<file path="src/rtl/vliw_fetch_unit.sv">
// vliw_fetch_unit -- instruction-fetch front end of the VLIW core.
// Owns the PC, issues in-order requests to instruction memory under a
// credit scheme (buffered + in-flight bundles never exceed FIFO_DEPTH),
// buffers returned bundles and hands them to decode. A redirect reloads
// the PC, flushes the buffer and drops every response still in flight.
// Optional feature macro: FETCH_PERF_EN (enables perf_bubble_cnt).
module vliw_fetch_unit #(
    parameter int                ADDR_W     = 32,
    parameter int                BUNDLE_W   = 64,
    parameter int                PC_STEP    = 8,
    parameter int                FIFO_DEPTH = 4,
    parameter logic [ADDR_W-1:0] RESET_PC   = '0
) (
    input  logic                clk,
    input  logic                reset,
    input  logic                redirect_valid,
    input  logic [ADDR_W-1:0]   redirect_pc,
    output logic                imem_req_valid,
    input  logic                imem_req_ready,
    output logic [ADDR_W-1:0]   imem_req_addr,
    input  logic                imem_rsp_valid,
    input  logic [BUNDLE_W-1:0] imem_rsp_data,
    output logic                bundle_valid,
    input  logic                bundle_ready,
    output logic [BUNDLE_W-1:0] bundle_data,
    output logic [ADDR_W-1:0]   bundle_pc,
    output logic [31:0]         perf_bubble_cnt
);

    localparam int              PTR_W   = $clog2(FIFO_DEPTH);
    localparam int              CNT_W   = PTR_W + 1;
    localparam logic [CNT_W:0]  CREDITS = (CNT_W + 1)'(FIFO_DEPTH);

    // Program counter and the queue of PCs for requests still in flight.
    logic [ADDR_W-1:0]   pc;
    logic [ADDR_W-1:0]   tag_mem [FIFO_DEPTH];
    logic [PTR_W-1:0]    tag_rd_ptr;
    logic [PTR_W-1:0]    tag_wr_ptr;

    // Bundle buffer presented to decode.
    logic [BUNDLE_W-1:0] data_mem [FIFO_DEPTH];
    logic [ADDR_W-1:0]   pc_mem   [FIFO_DEPTH];
    logic [PTR_W-1:0]    rd_ptr;
    logic [PTR_W-1:0]    wr_ptr;
    logic [CNT_W-1:0]    fifo_count;

    // In-flight request count and number of stale responses still to discard.
    logic [CNT_W-1:0]    outstanding;
    logic [CNT_W-1:0]    drop;

    logic [CNT_W:0]      credits_used;
    logic                req_fire;
    logic                rsp_keep;
    logic                pop;

    // Every buffered or in-flight bundle holds one credit, so an arriving
    // response always finds a free buffer slot.
    assign credits_used   = {1'b0, fifo_count} + {1'b0, outstanding};
    assign imem_req_valid = !reset && !redirect_valid && (credits_used < CREDITS);
    assign imem_req_addr  = pc;
    assign req_fire       = imem_req_valid && imem_req_ready;

    // Responses are kept only when no stale ones are pending and no flush
    // is happening this cycle.
    assign rsp_keep       = imem_rsp_valid && (drop == '0) && !redirect_valid;

    assign bundle_valid   = (fifo_count != '0);
    assign pop            = bundle_valid && bundle_ready && !redirect_valid;
    assign bundle_data    = bundle_valid ? data_mem[rd_ptr] : '0;
    assign bundle_pc      = bundle_valid ? pc_mem[rd_ptr]   : '0;

    // PC advance on accept, reload on redirect; tag-queue pointers follow.
    // NOTE: state registers use non-blocking assignments so every flop samples
    // the pre-edge values of the others, independent of block ordering.
    always_ff @(posedge clk or posedge reset) begin
        if (reset) begin
            pc         <= RESET_PC;
            tag_rd_ptr <= '0;
            tag_wr_ptr <= '0;
        end else if (redirect_valid) begin
            pc         <= redirect_pc;
            tag_rd_ptr <= '0;
            tag_wr_ptr <= '0;
        end else begin
            if (req_fire) begin
                pc         <= pc + ADDR_W'(PC_STEP);
                tag_wr_ptr <= tag_wr_ptr + PTR_W'(1);
            end
            if (rsp_keep) begin
                tag_rd_ptr <= tag_rd_ptr + PTR_W'(1);
            end
        end
    end

    // Storage writes: request PC into the tag queue, bundle plus its tag into the buffer.
    // NOTE: storage arrays carry no reset; validity is held by the reset
    // pointers and counters, and the outputs are masked while empty.
    always_ff @(posedge clk) begin
        if (req_fire) begin
            tag_mem[tag_wr_ptr] <= pc;
        end
        if (rsp_keep) begin
            data_mem[wr_ptr] <= imem_rsp_data;
            pc_mem[wr_ptr]   <= tag_mem[tag_rd_ptr];
        end
    end

    // Bundle buffer pointers and occupancy; push and pop may coincide at any fill level.
    always_ff @(posedge clk or posedge reset) begin
        if (reset) begin
            rd_ptr     <= '0;
            wr_ptr     <= '0;
            fifo_count <= '0;
        end else if (redirect_valid) begin
            rd_ptr     <= '0;
            wr_ptr     <= '0;
            fifo_count <= '0;
        end else begin
            if (rsp_keep) begin
                wr_ptr <= wr_ptr + PTR_W'(1);
            end
            if (pop) begin
                rd_ptr <= rd_ptr + PTR_W'(1);
            end
            case ({rsp_keep, pop})
                2'b10:   fifo_count <= fifo_count + CNT_W'(1);
                2'b01:   fifo_count <= fifo_count - CNT_W'(1);
                default: fifo_count <= fifo_count;
            endcase
        end
    end

    // In-flight tracking; a redirect turns everything still in flight into drops.
    always_ff @(posedge clk or posedge reset) begin
        if (reset) begin
            outstanding <= '0;
            drop        <= '0;
        end else begin
            case ({req_fire, imem_rsp_valid})
                2'b10:   outstanding <= outstanding + CNT_W'(1);
                2'b01:   outstanding <= outstanding - CNT_W'(1);
                default: outstanding <= outstanding;
            endcase
            if (redirect_valid) begin
                drop <= outstanding - CNT_W'(imem_rsp_valid);
            end else if (imem_rsp_valid && (drop != '0)) begin
                drop <= drop - CNT_W'(1);
            end
        end
    end

`ifdef FETCH_PERF_EN
    logic [31:0] bubble_cnt;

    // Count decode bubbles (nothing to hand over, no flush), saturating.
    always_ff @(posedge clk or posedge reset) begin
        if (reset) begin
            bubble_cnt <= '0;
        end else if (!bundle_valid && !redirect_valid && (bubble_cnt != '1)) begin
            bubble_cnt <= bubble_cnt + 32'd1;
        end
    end

    assign perf_bubble_cnt = bubble_cnt;
`else
    assign perf_bubble_cnt = '0;
`endif

endmodule

</file>
<file path="config.mk">
export PLATFORM = sky130hd
export DESIGN_NAME = vliw_fetch_unit
export DESIGN_NICKNAME = d
export VERILOG_FILES = /design/src/rtl/vliw_fetch_unit.sv
export SDC_FILE = /design/constraint.sdc
export NUM_CORES = 1
export LEC_CHECK = 0
export CAP_MARGIN = 10
export CORE_MARGIN = 3
export CORE_UTILIZATION = 56
export CTS_CLUSTER_DIAMETER = 150
export DETAILED_ROUTE_END_ITERATION = 8
export MAX_ROUTING_LAYER = met4
export PLACE_DENSITY = 0.91
export SYNTH_ARGS = -nofsm -noshare
export SYNTH_HDL_FRONTEND = slang
export SYNTH_SLANG_ARGS = --single-unit
</file>
<file path="constraint.sdc">
create_clock -name clk -period 4.33 [get_ports clk]
set_input_delay 0.6495 -clock clk [delete_from_list [all_inputs] [get_ports clk]]
set_output_delay 0.6495 -clock clk [all_outputs]
set_load 0.03 [all_outputs]
</file>
==> results.yml, run 1 <==
timing:
  drv_slew: 0
  rsz0062_at_grt: "false"
  hold_viol: 0
  period_minus_slack_ns: 3.708
  fin_crit_sh_pct: 85.63
  setup_viol: 0
  worst_slew_pin_slew_ns: 1.139
  fin_setup_tns_ns: 0
  clock_skew_ns: 0.01722
  slew_headroom_pct: 23.98
  whs_ns: 0.5565
  fmax_mhz: 269.7
cts:
  ctsHoldBuffers: 0
  path_clk_slew_ns: 0.06
  cts_htree_levels: 2
  cts_resized: 0
  cts_sinks: 561
  clock_path_buffers: 3
  tritoncts: "built"
  cts_root_buf: "clkbuf_16"
  worstSkewPairLatency_ns: 0.58
  cts_inserted_buffers: 53
  cts_setup_buffers: 0
critical_path:
  arrival_ns: 3.06
  critPathRequiredTime_ns: 3.68
  cp_max_fo: 49
  crit_type: "register to output port"
  critPathLaunchType: "register"
  worstSetupEndpointType: "output port"
synthesis:
  syn_area_um2: 22300
  synth_cell_types: 54
  synthCells: 1137
  yosysWarnings: 0
  synthFlopType: "edfxtp_1"
  synth_edf_count: 512
  synth.avg_cell_area_um2: 19.61
  synth-seq-area-share_pct: 74.46
  synth_seq_cells: 561
  synthArstFlopShare_pct: 8.734
routing:
  routed_wl_um: 48350
  drcViolationCount: 0
  route.vias.total: 11650
  ant_nets: 0
  dr.pass1.iters: 5
  vias_per_cell: 5.950
  wire_per_inst_um: 24.69
  drtIter0Drc: 1005
floorplanning:
  row_count: 72
  die_w_um: 205.5
  core_area_um2: 39010
  start_util_pct: 57.16
  chipHeight_um: 205.5
  pin_count: 264
  design.die.area_um2: 42240
power:
  power.density_nw_per_um2: 548.2
  leakagePower_nw: 8.810
  clkPwrFrac_pct: 30.0
  netSwitchingPower_w: 0.004324
  combPwrFrac_pct: 26.2
  intPower_w: 0.01044
  swShare_pct: 29.30
  total_power_w: 0.01476
  vdd_drop_max_v: 0.0003280
  power_frac_seq_pct: 43.8
cells_and_area:
  syn_to_final_growth_pct: 20.76
  layout-drive-gt1-share_pct: 17.56
  nNetsFinal: 1513
  layout_commonest_cell: "edfxtp_1"
  nFillCells: 2299
  final_cell_mix: "edfxtp_1, clkdlybuf4s50_1, mux4_2"
worst_hold_path:
  min-delay-path-class: "register to register"
outcome:
  status: "finished clean"
grt:
  antenna_found_initial: 5
  grtUsageTotal_pct: 23.78
  overflow: 0
  grt_pass1_wl_um: 73030
  grt_pass1_vias: 12240
  grt_start_max_net_pins: 102
flow_run:
  cap_violations: 0
placement:
  hpwl_um: 28450
  io_buffers: 231
  place_congestion: 0.8541
-- power by group through the flow --
stage	Sequential [W]	Combinational [W]	Clock (W)
floorplan	0.00653	0.00238	0
global placement	0.00657	0.00374	0
detailed placement	0.00660	0.00384	0
CTS	0.00649	0.00388	0.00450
global route	0.00649	0.00410	0.00471
finish	0.00647	0.00386	0.00444
-- final cells by class --
class	instances	area, um2	share of cell area [%]
tap	518	648.1	2.407
timing repair buffer	257	2628	9.759
sequential	561	16610	61.69
inverter	15	56.30	0.2091
clock inverter	24	206.4	0.7668
antenna	5	12.51	0.04647
clock buffer	73	1471	5.465
multi-input combinational	505	5293	19.66
-- worst max-delay path, stage by stage, from the launching register on --
cell and delay (ns):
dfrtp_4 0.98, buf_12 0.30, mux4_2 0.37, and2_1 0.18
clkdlybuf4s50_1 0.62
-- cell families (layout without fill, tap and decap cells) --
kind of cell	count (synthesis)	after routing	synth area share, %
buffers and inverters	102	369	2.391
other	1	37	0.01682
muxes	137	137	13.36
AOI/OAI and AO/OA	55	55	1.594
and+or+nand+nor	239	239	6.162
DFF	561	561	74.46
adders and majority gates	18	18	1.077
xor gates and xnor gates	24	24	0.9428
-- worst paths after layout --
| kind | startpoint | endpoint | slack [ns] | cells after the start |
|---|---|---|---|---|
| setup / recovery | rd_ptr[1]$_DFFE_PP0P_ | bundle_data[61] | 0.62 | 4 |
| max in group asynchronous | reset | rd_ptr[1]$_DFFE_PP0P_ | 2.74 | 2 |
| hold / removal | outstanding[2]$_DFFE_PP0P_ | outstanding[2]$_DFFE_PP0P_ | 0.56 | 1 |
| hold reg to reg | outstanding[2]$_DFFE_PP0P_ | outstanding[2]$_DFFE_PP0P_ | 0.56 | 1 |
| setup reg to reg | fifo_count[1]$_DFFE_PP0P_ | tag_mem[3][8]$_DFFE_PP_ | 1.65 | 6 |
| min in group asynchronous | reset | imem_req_addr[4]$_DFFE_PP0P_ | 0.75 | 2 |
-- registers in the layout, summed over array words and instances (netlist names) --
name / flops
data_mem: 256
drop: 3
fifo_count: 3
imem_req_addr: 32
outstanding: 3
pc_mem: 128
rd_ptr: 2
tag_mem: 128
tag_rd_ptr: 2
tag_wr_ptr: 2
wr_ptr: 2
-- per-stage QoR --
step                instance area [um2]  setup WS [ns]  utilization [%]  cells
detailed placement                25210          1.123            64.64   1855
floorplan                         22410         0.3889                -   1168
finish                            26920         0.6223            69.02   1958
CTS                               26890         0.5879            68.94   1952
global placement                  25210          1.122            64.64   1855
global route                      26920         0.5030            69.02   1958
-- synth_stat cells (2+ instances only) --
library cell  number  area (um2)
mux2i_1            5       50.05
or4_1              2       15.01
buf_2             18       90.09
o311ai_0           2       17.52
xor2_1            12       105.1
nor2b_1            2       12.51
nand2_1           38       142.6
nand2b_1           2       12.51
inv_1             14       52.55
ha_1              16       200.2
nand3b_1           2       15.01
nor3_1             6       30.03
xnor2_1           12       105.1
and3_1             8       50.05
nor2_1            25       93.84
and2_1           107       669.4
and4_1             5       43.79
buf_1              2       7.510
fa_1               2       40.04
a22oi_1            4       30.03
o21a_1             2       15.01
mux4_2           128        2883
nand4_1           10       62.56
o211ai_1           5       37.54
buf_4             34       255.2
a41oi_1            2       17.52
o311ai_1           2       17.52
o21ai_0           23       115.1
a21o_1             2       15.01
nor4_2             2       25.02
edfxtp_1         512       15370
nand3_1           19       95.09
a221o_1            2       20.02
clkbuf_1          33       123.9
nor4_1             2       12.51
mux2_2             4       45.04
a21oi_1            6       30.03
dfrtp_1           49        1226
-- layer usage --
| layer | up-vias | GRT usage [%] | part of all wire (%) | routed length (um) |
|---|---|---|---|---|
| li1 | 4961 | - | - | - |
| met3 | 93 | 4.888 | 8.7 | 4193 |
| met2 | 620 | 39.14 | 51 | 24650 |
| met1 | 5977 | 30.53 | 38 | 18320 |
| met5 | - | - | 0 | 0 |
| met4 | 0 | 6.907 | 2.4 | 1181 |
(Power assumes the default switching activity.)
==> run 2, diff against run 1 <==
==> constraint.sdc (replaced) <==
create_clock -name clk -period 4.33 [get_ports clk]
set_input_delay 1.0825 -clock clk [delete_from_list [all_inputs] [get_ports clk]]
set_output_delay 1.0825 -clock clk [all_outputs]
set_load 0.03 [all_outputs]
==> run 2 against run 1 <==
  * Global-route usage down 0.15 points
  * Clock skew hardly changed
  * Worst setup slack lost 0.49 ns
  * Cell area is 1.1% higher
  * Sequential cell count unchanged
  * Register-to-register slack worse by 0.08 ns
  * Power up 2.0%
  * Count of clock-buffer cells in the layout is the same
  * Non-clock buffer count grew 12
  * Critical path type is now input port to output port
  * Largest power group unchanged
  * Highest routed layer unchanged
==> results.yml, run 2 (same netlist as run 1, synthesis figures left out) <==
outcome:
  status: "finished clean"
cts:
  ctsHoldBuffers: 0
  cts_htree_levels: 2
  clock_path_buffers: 3
  cts_inserted_buffers: 54
  cts_resized: 0
  cts_root_buf: "clkbuf_16"
  cts_setup_buffers: 0
  tritoncts: "built"
  path_clk_slew_ns: 0.06
  cts_sinks: 561
  worstSkewPairLatency_ns: 0.58
flow_run:
  cap_violations: 0
placement:
  dp_cells: 1867
  hpwl_um: 29590
  io_buffers: 231
  dp_slack_ns: 0.1927
  place_congestion: 0.8421
timing:
  hold_viol: 0
  slew_headroom_pct: 27.15
  rsz0062_at_grt: "false"
  clock_skew_ns: 0.01691
  period_minus_slack_ns: 4.202
  fin_ws_ns: 0.1281
  worst_slew_pin_slew_ns: 1.091
  setup_viol: 0
  fmax_mhz: 238.0
  drv_slew: 0
  fin_setup_tns_ns: 0
  fin_crit_sh_pct: 97.04
cells_and_area:
  final_cells: 1973
  layout_commonest_cell: "edfxtp_1"
  top_regs: "data_mem x256, pc_mem x128, tag_mem x128"
  top_register: "data_mem"
  final_util_pct: 69.75
  nFillCells: 2294
  final_cell_mix: "edfxtp_1, clkdlybuf4s50_1, mux4_2"
  largest_register_ffs: 256
  layout-drive-gt1-share_pct: 18.48
  nNetsFinal: 1526
  syn_to_final_growth_pct: 22.04
grt:
  grt_start_max_net_pins: 68
  grtUsageTotal_pct: 23.63
  antenna_found_initial: 4
  grt_pass1_vias: 12470
  overflow: 0
  grt_pass1_wl_um: 73110
critical_path:
  critPathLaunchType: "input port"
  crit_type: "input port to output port"
  cp_slowest_stage_delay_ns: 0.73
  cpMostUsedCell: "clkdlybuf4s50_1"
  cp_max_fo: 3
  worstSetupEndpointType: "output port"
  crit_slowest_cell: "clkdlybuf4s50_1"
  critPathRequiredTime_ns: 3.25
  crit_chain: "clkdlybuf4s50_1, or4_4, nor3_1, clkdlybuf4s50_1"
  arrival_ns: 3.12
routing:
  route.vias.total: 11700
  drtIter0Drc: 951
  wire_per_inst_um: 23.99
  drcViolationCount: 0
  routed_wl_um: 47340
  dr.pass1.iters: 5
  ant_nets: 0
  vias_per_cell: 5.932
floorplanning:
  row_count: 72
  design.die.area_um2: 42240
  die_w_um: 205.5
  core_area_um2: 39010
  pin_count: 264
  start_util_pct: 57.16
  chipHeight_um: 205.5
worst_hold_path:
  min-delay-path-class: "register to register"
power:
  vdd_drop_max_v: 0.0003518
  power_frac_seq_pct: 43.0
  intPower_w: 0.01071
  power.density_nw_per_um2: 553.1
  combPwrFrac_pct: 25.9
  leakagePower_nw: 8.947
  netSwitchingPower_w: 0.004340
  clkPwrFrac_pct: 31.1
  swShare_pct: 28.84
## run 2: cell types whose count changed in the layout (fill, tap and decap cells not counted), sizes merged
cell / delta
buf: +12
clkinvlp: +1
bufinv: +2
## run 2: power by group through the flow
stage	Sequential, W	Clock, W	Combinational, W
after global routing	0.00650	0.00496	0.00415
after CTS	0.00650	0.00477	0.00392
after floorplan	0.00652	0	0.00238
after global placement	0.00658	0	0.00381
after detailed placement	0.00661	0	0.00389
final	0.00647	0.00468	0.00390
## run 2: routing by layer
metal  up-vias  track usage, %  wire [um]
met5         -               -          0
met4         0           7.005       1190
met3       111           5.980       4103
met2       613           38.33      23940
met1      5971           29.99      18110
li1       5008               -          -
## run 2: area by class of cell
| cell class | instances | area [um2] | share of cell area, % |
|---|---|---|---|
| Antenna cell | 5 | 12.51 | 0.04599 |
| Clock buffer | 73 | 1524 | 5.601 |
| Clock inverter | 27 | 264.0 | 0.9703 |
| Inverter | 15 | 56.30 | 0.2069 |
| Multi-Input combinational cell | 505 | 5289 | 19.44 |
| Sequential cell | 561 | 16610 | 61.05 |
| Tap cell | 518 | 648.1 | 2.382 |
| Timing Repair Buffer | 269 | 2805 | 10.31 |
## run 2: critical path: cells and delay by family
kind / cells / cell delay [ns]
and+or+nand+nor: 2 / 0.85
buffers and inverters: 2 / 1.19
## run 2: per-stage QoR
stage / hold slack [ns] / power, W / cell area (um2)
4_1_cts: 0.5518 / 0.01518 / 27180
6_report: 0.5520 / 0.01505 / 27210
2_1_floorplan: 0.4842 / 0.008900 / 22420
5_1_grt: 0.5783 / 0.01561 / 27210
3_3_place_gp: 0.5255 / 0.01038 / 25390
3_5_place_dp: 0.5432 / 0.01049 / 25390
## run 2: worst paths after layout
check	slack, ns	to	cells after the start	start
max	0.13	imem_req_valid	4	reset
min	0.55	outstanding[2]$_DFFE_PP0P_	1	outstanding[2]$_DFFE_PP0P_
max reg2reg	1.57	outstanding[2]$_DFFE_PP0P_	9	fifo_count[2]$_DFFE_PP0P_
min reg2reg	0.55	outstanding[2]$_DFFE_PP0P_	1	outstanding[2]$_DFFE_PP0P_
max in group asynchronous	2.36	rd_ptr[0]$_DFFE_PP0P_	2	reset
min in group asynchronous	1.16	imem_req_addr[22]$_DFFE_PP0P_	2	reset
==> run 3, diff against run 2 <==
--- a/config.mk
+++ b/config.mk
@@ -10,4 +10,5 @@
 export CORE_UTILIZATION = 56
 export CTS_CLUSTER_DIAMETER = 150
+export CTS_CLUSTER_SIZE = 16
 export DETAILED_ROUTE_END_ITERATION = 8
 export MAX_ROUTING_LAYER = met4
==> constraint.sdc (replaced) <==
create_clock -name clk -period 4.33 [get_ports clk]
set_input_delay 0.433 -clock clk [delete_from_list [all_inputs] [get_ports clk]]
set_output_delay 0.433 -clock clk [all_outputs]
set_load 0.03 [all_outputs]
==> run 3 against run 2 <==
  * Cell area decreased by 3.1%
  * Worst setup slack improved by 0.56 ns
  * Maximum frequency increased by 15%
  * Count of clock-buffer cells in the layout decreased by 15
  * Non-clock buffer count decreased by 11
  * Sequential cell count unchanged
  * Critical path depth unchanged
  * Combinational power decreased by 4%
  * Clock skew about the same
  * Critical endpoint is now bundle_data[16]
  * Final cell count decreased by 2.7%
  * Highest routed layer unchanged
==> results.yml, run 3 (same netlist as run 1, synthesis figures left out) <==
critical_path:
  crit_slowest_cell: "dfrtp_4"
  worstSetupStartpoint: "rd_ptr[0]$_DFFE_PP0P_"
  cp_max_fo: 35
  path_delay_family: "flip-flops"
  critPathRequiredTime_ns: 3.90
  arrival_ns: 3.21
  worstSetupPathDepth: 4
  cp-endpoint: "bundle_data[16]"
  r2r_setup_slack_ns: 1.70
  crit_chain: "buf_12, mux4_2, and2_1, clkdlybuf4s50_1"
  worstSetupEndpointType: "output port"
  critPathLaunchType: "register"
  r2r_start: "drop[0]$_DFFE_PP0P_"
  crit_buf_inv: 2
  crit_type: "register to output port"
  cp_slowest_stage_delay_ns: 0.95
  regToRegEndpoint: "data_mem[0][50]$_DFFE_PP_"
  rr_worst_depth: 6
cts:
  cts_setup_buffers: 0
  path_clk_slew_ns: 0.07
  tritoncts: "built"
  cts_root_buf: "clkbuf_16"
  cts_htree_levels: 2
  worstSkewPairLatency_ns: 0.54
  clock_path_buffers: 3
  cts_inserted_buffers: 41
  cts_resized: 0
  cts_sinks: 561
  ctsHoldBuffers: 0
placement:
  place_congestion: 0.8901
  io_buffers: 231
  hpwl_um: 28680
  dp_slack_ns: 1.166
routing:
  routed_wl_um: 45430
  route.vias.total: 11420
  drtIter0Drc: 986
  vias_per_cell: 5.947
  drcViolationCount: 0
  dr.pass1.iters: 5
  ant_nets: 0
  wire_per_inst_um: 23.66
timing:
  slew_headroom_pct: 30.49
  period_minus_slack_ns: 3.641
  fin_ws_ns: 0.6893
  drv_slew: 0
  hold_viol: 0
  worst_slew_pin_slew_ns: 1.043
  rsz0062_at_grt: "false"
  fin_setup_tns_ns: 0
  fmax_mhz: 274.7
  setup_viol: 0
  clock_skew_ns: 0.01687
  fin_crit_sh_pct: 84.08
cells_and_area:
  nFillCells: 2366
  syn_to_final_growth_pct: 18.27
  largest_register_ffs: 256
  top_regs: "data_mem x256, pc_mem x128, tag_mem x128"
  nNetsFinal: 1502
  layout_commonest_cell: "edfxtp_1"
  layout-drive-gt1-share_pct: 15.87
  final_cell_mix: "edfxtp_1, clkdlybuf4s50_1, mux4_2"
  top_register: "data_mem"
grt:
  overflow: 0
  grt_pass1_wl_um: 69770
  grt_pass1_vias: 11980
  grt_start_max_net_pins: 102
  grtUsageTotal_pct: 22.38
  antenna_found_initial: 2
floorplanning:
  chipHeight_um: 205.5
  pin_count: 264
  design.die.area_um2: 42240
  core_area_um2: 39010
  row_count: 72
  start_util_pct: 57.16
  die_w_um: 205.5
power:
  leakagePower_nw: 8.543
  power.density_nw_per_um2: 520.6
  vdd_drop_max_v: 0.0006199
  total_power_w: 0.01373
flow_run:
  cap_violations: 0
worst_hold_path:
  min-delay-path-class: "input port to register"
outcome:
  status: "finished clean"
[run 3: worst min path at each step]
stage	startpoint	end	slack (ns)	cells after the start
3_5_place_dp	outstanding[2]$_DFFE_PP0P_	outstanding[2]$_DFFE_PP0P_	0.51	1
4_1_cts	redirect_valid	imem_req_addr[27]$_DFFE_PP0P_	0.23	3
3_3_place_gp	outstanding[2]$_DFFE_PP0P_	outstanding[2]$_DFFE_PP0P_	0.51	1
5_1_grt	redirect_valid	imem_req_addr[27]$_DFFE_PP0P_	0.25	3
6_report	redirect_valid	imem_req_addr[4]$_DFFE_PP0P_	0.26	3
2_1_floorplan	outstanding[2]$_DFFE_PP0P_	outstanding[2]$_DFFE_PP0P_	0.48	1
[run 3: cell type report]
type                            instances  area (um2)  area share, %
Clock buffer                           58        1132          4.294
Timing Repair Buffer                  258        2597          9.851
Clock inverter                          2       25.02        0.09490
Inverter                               15       56.30         0.2135
Tap cell                              518       648.1          2.458
Multi-Input combinational cell        505        5293          20.07
Antenna cell                            3       7.507        0.02847
Sequential cell                       561       16610          62.99
[run 3: tightest hold or removal path: cells and delay by family]
family                 cells  cell delay, ns
buffers and inverters      1            0.17
AND/OR/NAND/NOR            1            0.08
AO/OA/AOI/OAI              1            0.07
[run 3: where the power goes]
part	switching, W	total (W)	internal [W]
Clock	0.00166	0.00348	0.00182
Combinational	0.00210	0.00376	0.00166
Sequential	0.000280	0.00649	0.00621
Total	0.00404	0.0137	0.00969
[run 3: through the flow]
stage	area, um2	std cells	hold WS (ns)	utilization, %
floorplan	22410	1168	0.4842	-
finish	26370	1920	0.2576	67.60
global placement	25200	1857	0.5110	64.61
CTS	26360	1917	0.2265	67.58
global route	26370	1919	0.2501	67.59
detailed placement	25200	1857	0.5118	64.61
[run 3: per-layer routing]
layer	share of wire, %	vias up	global-route usage (%)
li1	-	4916	-
met1	40	5865	29.68
met2	50	553	36.47
met3	8.0	85	4.192
met4	2.4	0	5.882
met5	0	-	-
